**src/rtl/ucode_seq_pkg.sv**
```systemverilog
// ucode_seq_pkg: shared definitions for the microcode sequencer.
//   uctl_e   - encodings of the microword sequencing field (u_ctl)
//   state_e  - sequencer FSM states
//   br_offset- next-address increment selected by the branch bits
package ucode_seq_pkg;

    typedef enum logic [2:0] {
        UC_NEXT = 3'd0,
        UC_BR   = 3'd1,
        UC_JUMP = 3'd2,
        UC_CALL = 3'd3,
        UC_RET  = 3'd4,
        UC_DONE = 3'd5
    } uctl_e;

    typedef enum logic {
        ST_IDLE = 1'b0,
        ST_RUN  = 1'b1
    } state_e;

    // br_sel 2 -> +2, br_sel 3 -> +3, anything else falls through (+1).
    function automatic logic [1:0] br_offset(input logic [1:0] br_sel);
        logic [1:0] off;
        off = 2'd1;
        if (br_sel == 2'd2) off = 2'd2;
        if (br_sel == 2'd3) off = 2'd3;
        return off;
    endfunction

endpackage

```
**src/rtl/ucode_seq_if.sv**
```systemverilog
// ucode_seq_if: bundle between the sequencer, the R-stage decoder/IU control
// and the microcode ROM.
//   start_valid/start_addr - entry request from the decoder
//   trap_r, hold           - IU trap request and pipeline stall
//   u_ctl/br_sel/u_target  - sequencing field of the current microword
//   rom_addr               - registered ROM address
//   busy/done/stack_err    - sequencer status
// master = sequencer side, slave = decoder/ROM/IU side.
interface ucode_seq_if #(
    parameter int ADDR_W = 9
);
    logic              start_valid;
    logic [ADDR_W-1:0] start_addr;
    logic              trap_r;
    logic              hold;
    logic [2:0]        u_ctl;
    logic [1:0]        br_sel;
    logic [ADDR_W-1:0] u_target;
    logic [ADDR_W-1:0] rom_addr;
    logic              busy;
    logic              done;
    logic              stack_err;

    modport master (
        input  start_valid, start_addr, trap_r, hold, u_ctl, br_sel, u_target,
        output rom_addr, busy, done, stack_err
    );

    modport slave (
        output start_valid, start_addr, trap_r, hold, u_ctl, br_sel, u_target,
        input  rom_addr, busy, done, stack_err
    );
endinterface

```
**src/rtl/ucode_ret_stack.sv**
```systemverilog
// ucode_ret_stack: LIFO of return addresses for microcode CALL/RET.
//   clk, reset_l   - clock, asynchronous active-low reset (empties the stack)
//   push/din       - push din (ignored when full)
//   pop            - discard top entry (ignored when empty)
//   clr            - empty the stack, overrides push/pop
//   dout           - current top of stack (0 when empty)
//   full/empty     - occupancy flags
module ucode_ret_stack #(
    parameter int ADDR_W  = 9,
    parameter int STACK_D = 4
) (
    input  logic              clk,
    input  logic              reset_l,
    input  logic              push,
    input  logic              pop,
    input  logic              clr,
    input  logic [ADDR_W-1:0] din,
    output logic [ADDR_W-1:0] dout,
    output logic              full,
    output logic              empty
);
    localparam int CNT_W = $clog2(STACK_D + 1);
    localparam int PTR_W = (STACK_D > 1) ? $clog2(STACK_D) : 1;

    logic [ADDR_W-1:0] mem [STACK_D];
    logic [CNT_W-1:0]  count_q, count_d;
    logic [PTR_W-1:0]  wr_idx, top_idx;

    assign full    = (count_q == CNT_W'(STACK_D));
    assign empty   = (count_q == '0);
    assign wr_idx  = PTR_W'(count_q);
    assign top_idx = PTR_W'(count_q - CNT_W'(1));
    assign dout    = empty ? '0 : mem[top_idx];

    always_comb begin
        count_d = count_q;
        if (clr)
            count_d = '0;
        else if (push && !full)
            count_d = count_q + CNT_W'(1);
        else if (pop && !empty)
            count_d = count_q - CNT_W'(1);
    end

    always_ff @(posedge clk or negedge reset_l) begin
        if (!reset_l) count_q <= '0;
        else          count_q <= count_d;
    end

    // Storage needs no reset: entries above the count are never read.
    always_ff @(posedge clk) begin
        if (push && !full && !clr)
            mem[wr_idx] <= din;
    end
endmodule

```
**src/rtl/ucode_seq.sv**
```systemverilog
// ucode_seq: microcode sequencer owning the ROM address register.
//   clk, reset_l - clock, asynchronous active-low reset
//   bus (master) - decoder entry, trap/hold, microword sequencing field in;
//                  registered rom_addr, busy, done, stack_err out
// IDLE parks on DEFAULT_ADDR until a trap or start; RUN walks the microcode
// using u_ctl (NEXT/BR/JUMP/CALL/RET/DONE) with a hardware return stack.
module ucode_seq
    import ucode_seq_pkg::*;
#(
    parameter int                ADDR_W       = 9,
    parameter int                STACK_D      = 4,
    parameter logic [ADDR_W-1:0] DEFAULT_ADDR = '0,
    parameter logic [ADDR_W-1:0] TRAP_ADDR    = ADDR_W'(9'h1f0)
) (
    input logic         clk,
    input logic         reset_l,
    ucode_seq_if.master bus
);
    state_e            state_q, state_d;
    logic [ADDR_W-1:0] addr_q, addr_d;
    logic              done_q, done_d;
    logic              err_q, err_d;

    logic              stk_push, stk_pop, stk_clr;
    logic [ADDR_W-1:0] stk_dout;
    logic              stk_full, stk_empty;

    ucode_ret_stack #(.ADDR_W(ADDR_W), .STACK_D(STACK_D)) u_ret_stack (
        .clk     (clk),
        .reset_l (reset_l),
        .push    (stk_push),
        .pop     (stk_pop),
        .clr     (stk_clr),
        .din     (addr_q + ADDR_W'(1)),
        .dout    (stk_dout),
        .full    (stk_full),
        .empty   (stk_empty)
    );

    always_comb begin
        state_d  = state_q;
        addr_d   = addr_q;
        done_d   = 1'b0;      // pulse only; never stretched by hold
        err_d    = err_q;
        stk_push = 1'b0;
        stk_pop  = 1'b0;
        stk_clr  = 1'b0;
        if (!bus.hold) begin
            unique case (state_q)
                ST_IDLE: begin
                    if (bus.trap_r || bus.start_valid) begin
                        addr_d  = bus.trap_r ? TRAP_ADDR : bus.start_addr;
                        state_d = ST_RUN;
                        err_d   = 1'b0;
                        // A failed CALL leaves stale entries; a new routine
                        // must not return into them.
                        stk_clr = 1'b1;
                    end
                end
                ST_RUN: begin
                    if (bus.trap_r) begin
                        addr_d  = TRAP_ADDR;
                        stk_clr = 1'b1;
                    end else begin
                        case (uctl_e'(bus.u_ctl))
                            UC_BR:   addr_d = addr_q + ADDR_W'(br_offset(bus.br_sel));
                            UC_JUMP: addr_d = bus.u_target;
                            UC_CALL: begin
                                if (stk_full) begin
                                    err_d   = 1'b1;
                                    state_d = ST_IDLE;
                                    addr_d  = DEFAULT_ADDR;
                                end else begin
                                    stk_push = 1'b1;
                                    addr_d   = bus.u_target;
                                end
                            end
                            UC_RET: begin
                                if (stk_empty) begin
                                    err_d   = 1'b1;
                                    state_d = ST_IDLE;
                                    addr_d  = DEFAULT_ADDR;
                                end else begin
                                    stk_pop = 1'b1;
                                    addr_d  = stk_dout;
                                end
                            end
                            UC_DONE: begin
                                done_d  = 1'b1;
                                stk_clr = 1'b1;
                                if (bus.start_valid) begin
                                    addr_d = bus.start_addr;   // back-to-back entry
                                end else begin
                                    state_d = ST_IDLE;
                                    addr_d  = DEFAULT_ADDR;
                                end
                            end
                            default: addr_d = addr_q + ADDR_W'(1);   // NEXT, 6, 7
                        endcase
                    end
                end
                default: state_d = ST_IDLE;
            endcase
        end
    end

    always_ff @(posedge clk or negedge reset_l) begin
        if (!reset_l) begin
            state_q <= ST_IDLE;
            addr_q  <= DEFAULT_ADDR;
            done_q  <= 1'b0;
            err_q   <= 1'b0;
        end else begin
            state_q <= state_d;
            addr_q  <= addr_d;
            done_q  <= done_d;
            err_q   <= err_d;
        end
    end

    assign bus.rom_addr  = addr_q;
    assign bus.busy      = (state_q == ST_RUN);
    assign bus.done      = done_q;
    assign bus.stack_err = err_q;
endmodule

```
**src/flat_wrapper.sv**
```systemverilog
// flat-port wrapper written by rule: the top's interface ports become plain ports
module ucode_seq_flat import ucode_seq_pkg::*;
#(
    parameter int                ADDR_W       = 9,
    parameter int                STACK_D      = 4,
    parameter logic [ADDR_W-1:0] DEFAULT_ADDR = '0,
    parameter logic [ADDR_W-1:0] TRAP_ADDR    = ADDR_W'(9'h1f0)
)
  (clk, reset_l, bus_start_valid, bus_start_addr, bus_trap_r, bus_hold, bus_u_ctl, bus_br_sel, bus_u_target, bus_rom_addr, bus_busy, bus_done, bus_stack_err);
  ucode_seq_if #(.ADDR_W(ADDR_W)) bus_i ();
  input logic clk;
  input logic reset_l;
  input wire logic [$bits(bus_i.start_valid)-1:0] bus_start_valid;
  input wire logic [$bits(bus_i.start_addr)-1:0] bus_start_addr;
  input wire logic [$bits(bus_i.trap_r)-1:0] bus_trap_r;
  input wire logic [$bits(bus_i.hold)-1:0] bus_hold;
  input wire logic [$bits(bus_i.u_ctl)-1:0] bus_u_ctl;
  input wire logic [$bits(bus_i.br_sel)-1:0] bus_br_sel;
  input wire logic [$bits(bus_i.u_target)-1:0] bus_u_target;
  output wire logic [$bits(bus_i.rom_addr)-1:0] bus_rom_addr;
  output wire logic [$bits(bus_i.busy)-1:0] bus_busy;
  output wire logic [$bits(bus_i.done)-1:0] bus_done;
  output wire logic [$bits(bus_i.stack_err)-1:0] bus_stack_err;
  assign bus_i.start_valid = bus_start_valid;
  assign bus_i.start_addr = bus_start_addr;
  assign bus_i.trap_r = bus_trap_r;
  assign bus_i.hold = bus_hold;
  assign bus_i.u_ctl = bus_u_ctl;
  assign bus_i.br_sel = bus_br_sel;
  assign bus_i.u_target = bus_u_target;
  assign bus_rom_addr = bus_i.rom_addr;
  assign bus_busy = bus_i.busy;
  assign bus_done = bus_i.done;
  assign bus_stack_err = bus_i.stack_err;
  ucode_seq #(.ADDR_W(ADDR_W), .STACK_D(STACK_D), .DEFAULT_ADDR(DEFAULT_ADDR), .TRAP_ADDR(TRAP_ADDR)) u_core (.clk(clk), .reset_l(reset_l), .bus(bus_i));
endmodule
```
**config.mk**
```make
export PLATFORM = sky130hd
export DESIGN_NAME = ucode_seq_flat
export DESIGN_NICKNAME = d
export VERILOG_FILES = /design/src/rtl/ucode_seq_pkg.sv /design/src/rtl/ucode_seq_if.sv /design/src/rtl/ucode_ret_stack.sv /design/src/rtl/ucode_seq.sv /design/src/flat_wrapper.sv
export SDC_FILE = /design/constraint.sdc
export NUM_CORES = 1
export LEC_CHECK = 0
export BUFFER_PORTS_ARGS = -buffer_cell sky130_fd_sc_hd__buf_2
export CORE_MARGIN = 2
export CORE_UTILIZATION = 58
export DETAILED_ROUTE_END_ITERATION = 10
export PLACE_DENSITY = 0.8
export SLEW_MARGIN = 20
export SYNTH_ARGS = -nofsm -noshare
export SYNTH_HDL_FRONTEND = slang
export SYNTH_SLANG_ARGS = --single-unit
```
**constraint.sdc**
```tcl
create_clock -name clk -period 2.6 [get_ports clk]
set_input_delay 0.78 -clock clk [delete_from_list [all_inputs] [get_ports clk]]
set_output_delay 0.78 -clock clk [all_outputs]
set_load 0.03 [all_outputs]
```
== Word-level counts from Yosys, hierarchy flattened ==
Memories as Yosys holds them, arrays and structs flattened.
Index checks and enable logic that the tools add are counted.
Word-level totals
  bits in registers: 15
  bits in latches: 0
  RAM bits: 36
  bits in read-only memories: 0
  input port bits: 28
  output and inout bits: 12
  word-level logic and storage cells: 83
  memories: 1
Operators by class
  $add $sub $neg: 4
  $mul: 0
  divide/modulo/power cells: 0
  order comparisons: 0
  eq/ne operators: 13
  shift-type cells: 0
  muxes and demuxes: 47
  bitwise operators: 2
  reduce and logical (&&, ||, !) cells: 11
Memory list
  u_core.u_ret_stack.mem: depth 4, bits a word 9, read ports 1, clocked after Yosys merged registers in 0, write ports 1, line ucode_ret_stack.sv:25  | logic [ADDR_W-1:0] mem [STACK_D];
Operator list (count)
  $mux 9: 6
  $pmux 9 s5: 1
  $mux 1: 25
  $pmux 9 s2: 1
  $mux 2: 6
  $add 9x1->9 const B: 1
  $add 9x2->9: 1
  $eq 3x3->1 const B: 3
  $mux 3: 3
  $ne 3x3->1 const B: 3
  $pmux 1 s2: 4
  $eq 3x2->1 const B: 2
  $reduce_and 6->1: 1
  $eq 2x2->1 const B: 2
  $add 3x1->3 const B: 1
  $eq 3x1->1 const B: 1
  $logic_and 1x1->1: 3
  $logic_not 1->1: 3
  $logic_not 3->1: 1
  $pmux 1 s3: 1
  $reduce_bool 3->1: 1
  $sub 3x1->3 const B: 1
  $ne 2x1->1 const B: 1
  $ne 2x2->1 const B: 1
  3 further kinds: 4

== Depth between registers and ports, before layout ==
  depth after elaboration: 11
  depth in mapped cells: 9
  gate-level depth less buffers: 9

== By module ==
A second synthesis with hierarchy kept.
Second synthesis, totals
  cell total of the unflattened synthesis: 277
  area, all modules: 3101.7 sq um
By module, submodules not included
  ucode_ret_stack: instances 1, cells an instance 91, area each 1672.9 sq um, sequential area each 1156.1 sq um
  ucode_seq: instances 1, cells an instance 186, area each 1428.9 sq um, sequential area each 300.3 sq um

== Worst setup path before layout ==
Ideal clock, no wire load.
  path kind: input to register
  from: in bus_br_sel[0]
  to: reg u_core.addr_q[8] (netlist: u_core.bus.rom_addr[8])
  setup time: 0.126 ns
  arrival: 2.147 ns
  required time: 2.474 ns
  setup slack: 0.327 ns
  stages on the path: 8
  path buffers: 0
  cell sequence: nand2b_1 -> ha_1 -> inv_1 -> fa_1 -> nor4b_2 -> xnor2_1 -> o211ai_1 -> o311a_1
On the way
  cells in the longest elaborated chain, start to end: 11
  elaborated cells on any way between the ends: 12
  classes of those cells: add/sub: 1; eq/ne: 2; mux: 9
Ends and longest elaborated chain
  start, declared: line flat_wrapper.sv:18  | input wire logic [$bits(bus_i.br_sel)-1:0] bus_br_sel;
  $eq 2x2->1: line ucode_seq_pkg.sv:25  | if (br_sel == 2'd2) off = 2'd2;
  $mux 2: line ucode_seq_pkg.sv:25
  $mux 2 *: line ucode_seq_pkg.sv:26  | if (br_sel == 2'd3) off = 2'd3;
  $mux 2 *: line ucode_seq.sv:65  | case (uctl_e'(bus.u_ctl))
  $mux 2 *: line ucode_seq.sv:61  | if (bus.trap_r) begin
  $mux 2 *: line ucode_seq.sv:49  | unique case (state_q)
  $mux 2 *: line ucode_seq.sv:48  | if (!bus.hold) begin
  $add 9x2->9 *: line ucode_seq.sv:66  | UC_BR: addr_d = addr_q + ADDR_W'(br_offset(bus.br_sel));
  $pmux 9 s5 *: line ucode_seq.sv:65
  $mux 9 *: line ucode_seq.sv:61
  $pmux 9 s2 *: line ucode_seq.sv:49
  end signal, assigned: line ucode_seq.sv:115  | addr_q <= addr_d;
  end, declared: line ucode_seq.sv:20  | logic [ADDR_W-1:0] addr_q, addr_d;
Mark *: on every way between the ends. The rest lies on a longest branch, timed or not. The select of a mux whose other input is x is not followed.
A chain may end at the register's enable or synchronous reset.

== Worst setup path after layout ==
  from: in bus_br_sel[1]
  to: reg u_core.addr_q[4] (netlist: u_core.bus.rom_addr[4])
The elaborated chain is that of the path after synthesis.

==> flow_summary_export.csv <==
group,metric,value,unit
status,status,"finished clean",
synthesis,syn-num-nets,299,
layout,num_antenna_cells,0,
setup_path,worstPathMaxFanout,5,
grt,grt_max_degree,20,
setup_path,r2r_cells,6,
die,die_w,76.3,um
sta,slew_headroom,63.3,%
synthesis,synth_adder_area_share,3.97,%
die,coreArea,0.00507,sq mm
clock_network,cts_resized,0,
synthesis,synth-compound-area-share,16.7,%
synthesis,ys_types,61,
synthesis,synthXorXnorAreaFrac,3.47,%
layout,fillers,373,
route,firstDrtPassIters,5,
synthesis,synth_area_leaders,"edfxtp_1 (36%), dfrtp_1 (12%), mux4_2 (6.7%)",
sta,fin_hold_ws,0.375,ns
clock_network,postCtsSetupBuffers,0,
route,vias_per_cell,6.15,
die,start_util,59.7,%
synthesis,ys_seq_elements,51,
grt,antenna_found_initial,0,
synthesis,synthMuxAreaShare,7.69,%
flow_run,cap_violations,0,
sta,rsz0062_at_grt,"false",
grt,grt_pass1_vias,2159,
sta,setup_tns,0,ns
die,dieHeight,76.3,um
place,portBuffers,39,
sta,hold_viol,0,
route,drc,0,
synthesis,synth_top_family_by_area,"compound AO/OA/AOI/OAI gates",
setup_path,crit_path_end_kind,"flip-flop",
grt,grt_overflow,0,
layout,regArea,0.00146,sq mm
synthesis,yosysMostFrequentCell,"edfxtp_1",
sta,slew_violations,0,
power_and_ir_drop,p_leak,0.00128,uW
die,pin_count,40,
clock_network,cts.clk_slew.worst_paths,0.11,ns
setup_path,cp.arrival,2.50,ns
synthesis,synth.top_cells.by_count,"edfxtp_1 (36), nor2_1 (17), dfrtp_1 (15), nand2_1 (15), nand3_1 (14)",
sta,setup_violations,0,
route,wl_per_cell,18.6,um
grt,grt_pass1_wl,11200,um
setup_path,cp.required,2.84,ns
power_and_ir_drop,sw_frac_of_total,32.8,%
setup_path,r2r_start,"u_core.u_ret_stack.count_q[1]",
synthesis,synth_area,0.00303,sq mm
sta,fmax,443,MHz
clock_network,root_buffer,"clkbuf_8",
layout,layout.nets,340,
power_and_ir_drop,p_int,1300,uW
route,drt-initial-drc-count,212,
synthesis,async_reset_ff_share,29.4,%
synthesis,yosys.area_share.simple,15.9,%
power_and_ir_drop,pwr-share-comb,23.0,%
layout,syn2layout_area_growth,12.6,%
layout,multi_input_area,0.00145,sq mm
setup_path,critPathLaunch,"bus_br_sel[1]",
die,dieArea,0.00581,sq mm
sta,worst_slew_pin_slew,0.546,ns
die,rows,26,
sta,skew,0.00862,ns
power_and_ir_drop,ir_worst_vdd,379,uV
clock_network,clockBufferDepth,2,
route,ant_nets,0,
synthesis,yosysWarnings,0,
hold_path,min_path_type,"in2async",
synthesis,syn_inst,262,
clock_network,cts_buffers,5,
clock_network,clk_latency,0.31,ns
sta,min_period,2.26,ns
synthesis,synth_flop_cell,"edfxtp_1",
place,place_congestion,0.907,
synthesis,seq_area_frac_synth,48.1,%
synthesis,synth_area_leader_cell,"edfxtp_1",
clock_network,htreeDepth,2,
synthesis,synth_edf_count,36,
clock_network,cts_tree,"done",
layout,drive_gt1_share,26.6,%
route,wl,6950,um
setup_path,critPathLaunchType,"input pin",
power_and_ir_drop,power_density,567,mW/mm^2
clock_network,ctsHoldBuffers,0,
setup_path,critical_path_class,"in2reg",
clock_network,clock-sinks,51,
power_and_ir_drop,power.net_switching,635,uW
power_and_ir_drop,power.share.clock,26.3,%
synthesis,synth_top_area_share,35.7,%
place,hpwl,5080,um
power_and_ir_drop,seqPwrFrac,50.7,%
route,via_count,2300,
grt,grt_usage,24.4,%
sta,finalCritPeriodShare,86.8,%
layout,fin_util,67.2,%
synthesis,avgSynthCellArea,11.6,sq um
[metal layers]
metal  up-vias  GRT usage, %  share of wire (%)
met5         -             0                  0
met4         0          8.18                1.4
met3         7          4.27                6.5
met2       103          38.0                 47
met1      1108          35.1                 45
li1       1082             -                  -
[state kept, by name (all words and copies together), names as in the netlist]
signal	cells
u_core.bus.busy	1
u_core.bus.done	1
u_core.bus.rom_addr	9
u_core.bus.stack_err	1
u_core.u_ret_stack.count_q	3
u_core.u_ret_stack.mem	36
[critical path, stage by stage]
cell and delay [ns]:
buf_2 0.11, nand2b_1 0.09, ha_1 0.18, inv_1 0.06, fa_1 0.48, or3_1 0.38, a21oi_1 0.16, a221oi_1 0.08
a31oi_1 0.18
[through the flow]
step | area (sq um) | setup slack [ns] | std cells | total power [uW]
after floorplan | 3030 | 0.327 | 262 | 1290
after global placement | 3310 | 0.130 | 366 | 1430
after detailed placement | 3310 | 0.0487 | 366 | 1440
after CTS | 3410 | 0.374 | 374 | 1940
after global routing | 3410 | 0.236 | 374 | 2020
final | 3410 | 0.344 | 374 | 1930
[power by group through the flow]
| stage | clock network (uW) | logic, uW | registers [uW] |
|---|---|---|---|
| 2_1_floorplan | 0 | 259 | 1040 |
| 3_3_place_gp | 0 | 432 | 997 |
| 3_5_place_dp | 0 | 440 | 998 |
| 4_1_cts | 515 | 442 | 980 |
| 5_1_grt | 549 | 480 | 986 |
| 6_report | 509 | 444 | 981 |
[placed cells by master (no fill, tap or decap), drive strengths merged, types with 6 or more instances in the layout]
| cell | count |
|---|---|
| a21oi | 10 |
| buf | 51 |
| dfrtp | 15 |
| edfxtp | 36 |
| ha | 8 |
| inv | 11 |
| mux4 | 9 |
| nand2 | 15 |
| nand2b | 7 |
| nand3 | 14 |
| nor2 | 17 |
| nor2b | 6 |
| o21ai | 13 |
| o221ai | 6 |
| xnor2 | 6 |
| xor2 | 6 |
[logic make-up (layout without fill, tap and decap cells)]
| logic type | Yosys count | in the layout |
|---|---|---|
| xor+xnor | 12 | 12 |
| fa+ha+maj | 9 | 9 |
| simple gates | 87 | 87 |
| mux | 12 | 12 |
| flops | 51 | 51 |
| buf+inv | 26 | 68 |
| compound gates | 65 | 65 |
[worst paths after layout]
| path | slack [ns] | to |
|---|---|---|
| setup / recovery | 0.34 | u_core.bus.rom_addr[4] |
| max in group asynchronous | 1.93 | u_core.u_ret_stack.count_q[0] |
| setup reg to reg | 0.49 | u_core.bus.rom_addr[8] |
| hold / removal | 0.37 | u_core.bus.rom_addr[5] |
| hold reg to reg | 0.59 | u_core.bus.stack_err |
| min in group clk | 0.59 | u_core.bus.stack_err |
[final cells by class]
| class | instances | share of cell area [%] |
|---|---|---|
| Clock buffer | 5 | 2.02 |
| Tap cell | 70 | 2.57 |
| Multi-Input combinational cell | 185 | 42.4 |
| Clock inverter | 3 | 0.990 |
| Sequential cell | 51 | 42.7 |
| Timing Repair Buffer | 51 | 8.36 |
| Inverter | 9 | 0.990 |
(Power assumes the default switching activity.)
